`config.mk`:
```
export PLATFORM = sky130hd
export DESIGN_NAME = inst_fetch
export DESIGN_NICKNAME = d
export VERILOG_FILES = /design/src/rtl/inst_fetch.sv
export SDC_FILE = /design/constraint.sdc
export NUM_CORES = 1
export LEC_CHECK = 0
export ABC_AREA = 0
export CORE_MARGIN = 4
export CORE_UTILIZATION = 49
export DETAILED_ROUTE_END_ITERATION = 10
export HOLD_SLACK_MARGIN = 0.06
export PLACE_DENSITY = 0.84
export SLEW_MARGIN = 40
export SYNTH_ARGS = -nofsm -noshare
export SYNTH_HDL_FRONTEND = slang
export SYNTH_SLANG_ARGS = --single-unit
export TNS_END_PERCENT = 100
```
`constraint.sdc`:
```
create_clock -name clk -period 3.85 [get_ports clk]
set_input_delay 0.77 -clock clk [delete_from_list [all_inputs] [get_ports clk]]
set_output_delay 0.77 -clock clk [all_outputs]
set_load 0.02 [all_outputs]
```
`src/rtl/inst_fetch.sv`:
```
// Instruction fetch unit: IDLE/REQ/HOLD FSM that fetches one byte per request
// and holds it for the CPU. Jumps landing while a request is in flight are
// deferred until that request is acknowledged. The outstanding read is always
// completed, and its data is then thrown away.
// Ports: clk, rst (async, active-low), en, jmp, jmp_addr;
//        memory side mem_req/mem_addr/mem_ack/mem_data;
//        CPU side inst/inst_valid/inst_taken; pc = next fetch address.
module inst_fetch (
    input  logic       clk,
    input  logic       rst,
    input  logic       en,
    input  logic       jmp,
    input  logic [7:0] jmp_addr,
    output logic       mem_req,
    output logic [7:0] mem_addr,
    input  logic       mem_ack,
    input  logic [7:0] mem_data,
    output logic [7:0] inst,
    output logic       inst_valid,
    input  logic       inst_taken,
    output logic [7:0] pc
);

    typedef enum logic [1:0] {
        IDLE = 2'd0,
        REQ  = 2'd1,
        HOLD = 2'd2
    } state_t;

    state_t     state_q, state_d;
    logic [7:0] pc_q, pc_d;
    logic [7:0] inst_q, inst_d;
    logic       jmp_pend_q, jmp_pend_d;
    logic [7:0] pend_addr_q, pend_addr_d;

    always_ff @(posedge clk or negedge rst) begin
        if (!rst) begin
            state_q <= IDLE;
        end else begin
            state_q <= state_d;
        end
    end

    always_ff @(posedge clk or negedge rst) begin
        if (!rst) begin
            pc_q        <= 8'h00;
            inst_q      <= 8'h00;
            jmp_pend_q  <= 1'b0;
            pend_addr_q <= 8'h00;
        end else begin
            pc_q        <= pc_d;
            inst_q      <= inst_d;
            jmp_pend_q  <= jmp_pend_d;
            pend_addr_q <= pend_addr_d;
        end
    end

    always_comb begin
        state_d     = state_q;
        pc_d        = pc_q;
        inst_d      = inst_q;
        jmp_pend_d  = jmp_pend_q;
        pend_addr_d = pend_addr_q;
        unique case (state_q)
            IDLE: begin
                if (jmp) begin
                    pc_d    = jmp_addr;
                    state_d = en ? REQ : IDLE;
                end else if (en) begin
                    state_d = REQ;
                end
            end
            REQ: begin
                if (mem_ack) begin
                    if (jmp || jmp_pend_q) begin
                        // Redirected fetch: drop the returned byte and
                        // use the newest target.
                        pc_d       = jmp ? jmp_addr : pend_addr_q;
                        jmp_pend_d = 1'b0;
                        state_d    = en ? REQ : IDLE;
                    end else begin
                        inst_d  = mem_data;
                        pc_d    = pc_q + 8'd1;
                        state_d = HOLD;
                    end
                end else if (jmp) begin
                    // The address must stay stable until ack, so the
                    // jump is parked until then.
                    jmp_pend_d  = 1'b1;
                    pend_addr_d = jmp_addr;
                end
            end
            HOLD: begin
                if (jmp) begin
                    pc_d    = jmp_addr;
                    state_d = en ? REQ : IDLE;
                end else if (inst_taken) begin
                    state_d = en ? REQ : IDLE;
                end
            end
            default: state_d = IDLE;
        endcase
    end

    always_comb begin
        mem_req    = (state_q == REQ);
        inst_valid = (state_q == HOLD);
    end

    assign mem_addr = pc_q;
    assign pc       = pc_q;
    assign inst     = inst_q;

endmodule

```
==> results of run 1 <==
## final timing paths
check / end / cells after the start
setup / recovery: mem_req / 3
max in group asynchronous: mem_addr[0]$_DFFE_PN0P_ / 2
min in group asynchronous: jmp_pend_q$_DFFE_PN0P_ / 2
setup reg to reg: pend_addr_q[0]$_DFFE_PN0P_ / 3
hold reg to reg: inst[6]$_DFFE_PN0P_ / 1
hold / removal: inst[6]$_DFFE_PN0P_ / 1
## cells by family (layout without fill, tap and decap cells)
group,count (synthesis),count (layout),share of synthesized area
AOI/OAI and AO/OA,27,27,0.126
DFF,27,27,0.457
and+or+nand+nor,42,42,0.170
buffers and inverters,18,56,0.0703
muxes,20,20,0.150
xor gates and xnor gates,3,3,0.0178
adders and majority gates,1,1,0.00847
## flip-flops by register name (all words and copies together) (netlist names)
signal and flops:
jmp_pend_q 1, pend_addr_q 8, state_q 2, mem_addr 8, inst 8
## stage by stage
step / power, mW / setup slack, ns
after detailed placement: 1.25 / 1.15
after global routing: 1.45 / 1.01
after global placement: 1.23 / 1.20
final: 1.36 / 1.13
after CTS: 1.37 / 1.15
after floorplan: 0.965 / 2.18
## power by group
group	switching, mW	internal, mW	total, mW
clock network	0.0810	0.0406	0.122
logic	0.335	0.375	0.710
registers	0.131	0.399	0.529
total	0.547	0.814	1.36
## routing by layer
metal | global-route usage | vias up
met3 | 0.0270 | 4
met5 | 0 | -
met1 | 0.211 | 587
li1 | - | 570
met4 | 0.0634 | 0
met2 | 0.282 | 58
## layout by cell type (no fill, tap or decap), drive strengths merged, types with 4 or more instances in the layout
master	Yosys	layout
clkbuf	2	4
inv	4	4
nand3	5	5
clkdlybuf4s50	0	47
nand2	9	9
o21ai	6	6
a21oi	6	6
mux2	17	17
nor2	12	12
dfrtp	27	27
## final cells by class
type | instances | share of cell area
well taps | 31 | 0.0201
flip-flops and latches | 27 | 0.350
multi-input cells | 93 | 0.361
clock buffers | 4 | 0.0136
inverters | 4 | 0.00777
repair buffers | 48 | 0.247
==> results.yml, run 1 <==
outcome:
  outcome: "finished clean"
pwr:
  p_leak_nw: 0.794
  power_density_nw_per_um2: 704
  irDropWorstVdd_mv: 0.459
synth:
  synth-main-ff-cell: "dfrtp_1"
  synth_warnings: 0
  yosysSeqAreaShare: 0.457
  synth_area_sq_um: 1480
  synth_seq_cells: 27
  postSynthAreaPerCell_sq_um: 10.7
  synth_top_cell_by_area: "dfrtp_1"
  synthTopCellsByArea: "dfrtp_1, mux2_2, buf_4"
  yosysUniqueCellTypes: 35
  syn-num-nets: 161
  synth_edf_count: 0
  synth_top_area_share: 0.457
  ys_top_cells_by_count: "dfrtp_1, mux2_2, nor2_1, nand2_1, buf_4"
  synthMostInstantiatedCell: "dfrtp_1"
  async_flop_share: 1.00
  syn_inst: 138
global_route:
  grt_pass1_wl_um: 5420
  grt_pass1_vias: 1186
  grt_max_degree: 28
  grtUsageTotal: 0.166
  antenna_found_initial: 0
  overflow: 0
placement:
  place_congestion: 0.909
  dpl.hpwl_um: 2480
  placed_area_sq_um: 1910
  port-buffer-count: 47
  dpl.cell_count: 203
floorplanning:
  placementRows: 19
  initial_core_util: 0.522
  coreArea_sq_um: 2830
  pin_count: 48
  dieHeight_um: 62.9
  die-area_sq_um: 3960
  die_w_um: 62.9
setup_path:
  reg2reg_from: "state_q[0]$_DFFE_PN0P_"
  crit_chain: "nand2_1, inv_1, clkdlybuf4s50_1"
  cp_slowest_cell: "dfrtp_1"
  end_kind: "output port"
  crit_family: "buffers and inverters"
  worstSetupPathType: "reg -> out"
  cp_max_fo: 14
  critPathMaxStageDelay_ns: 0.66
  path_buf_inv: 2
  critical_path_required_ns: 3.08
  start_kind: "flip-flop"
  cp-startpoint: "state_q[0]$_DFFE_PN0P_"
  r2r_setup_slack_ns: 2.12
  critPathArrivalTime_ns: 1.95
timing:
  period_share: 0.705
  slew_violations: 0
  final.min_clock_period_ns: 2.72
  finalSetupTns_ns: 0
  slew_headroom: 0.625
  clock.fmax_ghz: 0.368
  rsz0062_at_grt: "no"
  setup_viol: 0
  hold_ws_ns: 0.521
  hold_viol: 0
  tightest_slew_ns: 0.563
  fin_skew_ns: 0.00561
clock_tree:
  numCtsBuffers: 3
  cts_resized: 0
  insertion_delay_ns: 0.32
  clockBufferDepth: 2
  cts_setup_buffers: 0
  root_buffer: "clkbuf_4"
  cts_tree: "built"
  hold_buffers: 0
  path_clk_slew_ns: 0.14
  cts_num_sinks: 27
  cts_htree_levels: 1
cells_and_area:
  multi_input_area_sq_um: 698
  syn2layout_area_growth_pct: 30.7
  fin_util: 0.683
  ff_latch_area_sq_um: 676
  layout-drive-gt1-share: 0.153
  n_antenna_cell: 0
  stdcell_area_sq_um: 1930
  final_nets: 200
  fillCellCount: 202
  fin_cells: 207
route:
  route.met3.wl_um: 202
  drtIter0Drc: 50
  top_layer: "met4"
  totalWireLength_um: 3160
  viasPerCell: 5.89
  wl_per_cell_um: 15.2
  met1_length_um: 1270
  ant_nets: 0
  num_vias: 1219
  first_pass_iters: 5
  met2_length_um: 1650
  drc: 0
min_path:
  min_path_type: "reg -> reg"
  min-delay-start: "inst[6]$_DFFE_PN0P_"
flow_run:
  drv_cap: 0
Note: power is estimated with default switching activity, not from simulation.
==> run 2, diff against run 1 <==
--- a/config.mk
+++ b/config.mk
@@ -7,10 +7,10 @@
 export LEC_CHECK = 0
 export ABC_AREA = 0
 export CORE_MARGIN = 4
-export CORE_UTILIZATION = 49
+export CORE_UTILIZATION = 45
 export DETAILED_ROUTE_END_ITERATION = 10
 export HOLD_SLACK_MARGIN = 0.06
-export PLACE_DENSITY = 0.84
+export PLACE_DENSITY = 0.78
 export SLEW_MARGIN = 40
 export SYNTH_ARGS = -nofsm -noshare
 export SYNTH_HDL_FRONTEND = slang
==> constraint.sdc (replaced) <==
create_clock -name clk -period 2.7 [get_ports clk]
set_input_delay 0.54 -clock clk [delete_from_list [all_inputs] [get_ports clk]]
set_output_delay 0.54 -clock clk [all_outputs]
set_load 0.02 [all_outputs]
==> run 2 against run 1 <==
Net effect:
- sequential cell count unchanged
- combinational power rose by 46%
- wire length rose by 12%
- core utilization shrank 4.8 points
- highest routed layer unchanged
- worst hold slack gained 0.0057 ns
- sequential power increased by 43%
- via count is 2.5% higher
- critical path type unchanged
==> results.yml, run 2 (same netlist as run 1, synthesis figures left out) <==
timing:
  final.min_clock_period_ns: 2.27
  timing.final.ws_setup_ns: 0.434
  clock.fmax_ghz: 0.441
  slew_headroom: 0.583
  period_share: 0.839
  hold_viol: 0
  hold_ws_ns: 0.527
  rsz0062_at_grt: "no"
  tightest_slew_ns: 0.626
  finalSetupTns_ns: 0
  fin_skew_ns: 0.00442
  setup_viol: 0
  slew_violations: 0
route:
  drtIter0Drc: 94
  totalWireLength_um: 3540
  first_pass_iters: 5
  viasPerCell: 5.61
  ant_nets: 0
  drc: 0
  num_vias: 1250
  wl_per_cell_um: 15.9
global_route:
  overflow: 0
  grtUsageTotal: 0.177
  grt_pass1_vias: 1310
  grt_max_degree: 28
  antenna_found_initial: 0
  grt_pass1_wl_um: 5950
cells_and_area:
  n_antenna_cell: 0
  syn2layout_area_growth_pct: 33.4
  fin_util: 0.635
  mostFrequentLayoutCell: "clkdlybuf4s50_1"
  layout_common_cells: "clkdlybuf4s50_1, dfrtp_1, mux2_2"
  final_nets: 203
  layout-drive-gt1-share: 0.168
clock_tree:
  numCtsBuffers: 3
  cts_num_sinks: 27
  cts_tree: "built"
  cts_htree_levels: 1
  root_buffer: "clkbuf_4"
  cts_resized: 0
  path_clk_slew_ns: 0.14
  insertion_delay_ns: 0.32
  hold_buffers: 0
  cts_setup_buffers: 0
  clockBufferDepth: 2
floorplanning:
  dieHeight_um: 65.3
  die-area_sq_um: 4260
  initial_core_util: 0.476
  pin_count: 48
  coreArea_sq_um: 3100
  die_w_um: 65.3
  placementRows: 20
setup_path:
  cp_slowest_cell: "clkdlybuf4s50_1"
  rr_worst_depth: 5
  reg2reg_from: "mem_addr[0]$_DFFE_PN0P_"
  critPathArrivalTime_ns: 1.73
  cp_max_fo: 4
  critical_path_required_ns: 2.16
  cp_common_cell: "inv_1"
  start_kind: "flip-flop"
  worstSetupPathType: "reg -> out"
  critPathMaxStageDelay_ns: 0.61
  cp-startpoint: "state_q[1]$_DFFE_PN0P_"
  crit_chain: "inv_1, nand2_1, inv_1, clkdlybuf4s50_1"
  end_kind: "output port"
min_path:
  min-delay-start: "inst[7]$_DFFE_PN0P_"
  min_path_cells: 1
  min_path_type: "reg -> reg"
placement:
  dp_slack_ns: 0.474
  place_congestion: 0.861
  port-buffer-count: 47
  dpl.hpwl_um: 2680
pwr:
  p_leak_nw: 0.809
  irDropWorstVdd_mv: 0.497
  power_density_nw_per_um2: 996
outcome:
  outcome: "finished clean"
flow_run:
  drv_cap: 0
-- run 2: worst max-delay path, delay by kind of cell, from the launching register on --
family                 cells  cell delay, ns
AND/OR/NAND/NOR            1            0.12
flip-flops                 1            0.44
buffers and inverters      3            0.84
-- run 2: layout make-up --
class / instances / area, sq um
Fill cell: 284 / 1130
Multi-Input combinational cell: 93 / 698
Sequential cell: 27 / 676
Timing Repair Buffer: 51 / 500
Tap cell: 44 / 55.1
Clock buffer: 4 / 26.3
Inverter: 4 / 15.0
-- run 2: through the flow --
stage / instances / cell area, sq um / total power [mW]
finish: 223 / 1970 / 1.96
global route: 223 / 1970 / 2.09
CTS: 223 / 1970 / 1.98
detailed placement: 219 / 1940 / 1.80
global placement: 219 / 1940 / 1.77
floorplan: 138 / 1480 / 1.38
-- run 2: layer usage --
metal / vias to the layer above / global-route usage / wire [um]
met2: 73 / 0.310 / 1770
met3: 6 / 0.0444 / 323
met5: - / 0 / 0
met4: 0 / 0.0440 / 29
li1: 574 / - / -
met1: 597 / 0.217 / 1420
-- run 2: where the power goes --
part | switching, mW | total, mW | internal (mW)
clock | 0.115 | 0.173 | 0.0579
sequential | 0.187 | 0.755 | 0.569
combinational | 0.493 | 1.04 | 0.542
total | 0.794 | 1.96 | 1.17
-- run 2: final timing paths --
check / endpoint / slack (ns)
min: inst[7]$_DFFE_PN0P_ / 0.53
min in group asynchronous: mem_addr[3]$_DFFE_PN0P_ / 0.58
max: mem_req / 0.43
min reg2reg: inst[7]$_DFFE_PN0P_ / 0.53
max in group asynchronous: mem_addr[1]$_DFFE_PN0P_ / 1.86
max reg2reg: mem_addr[4]$_DFFE_PN0P_ / 1.10
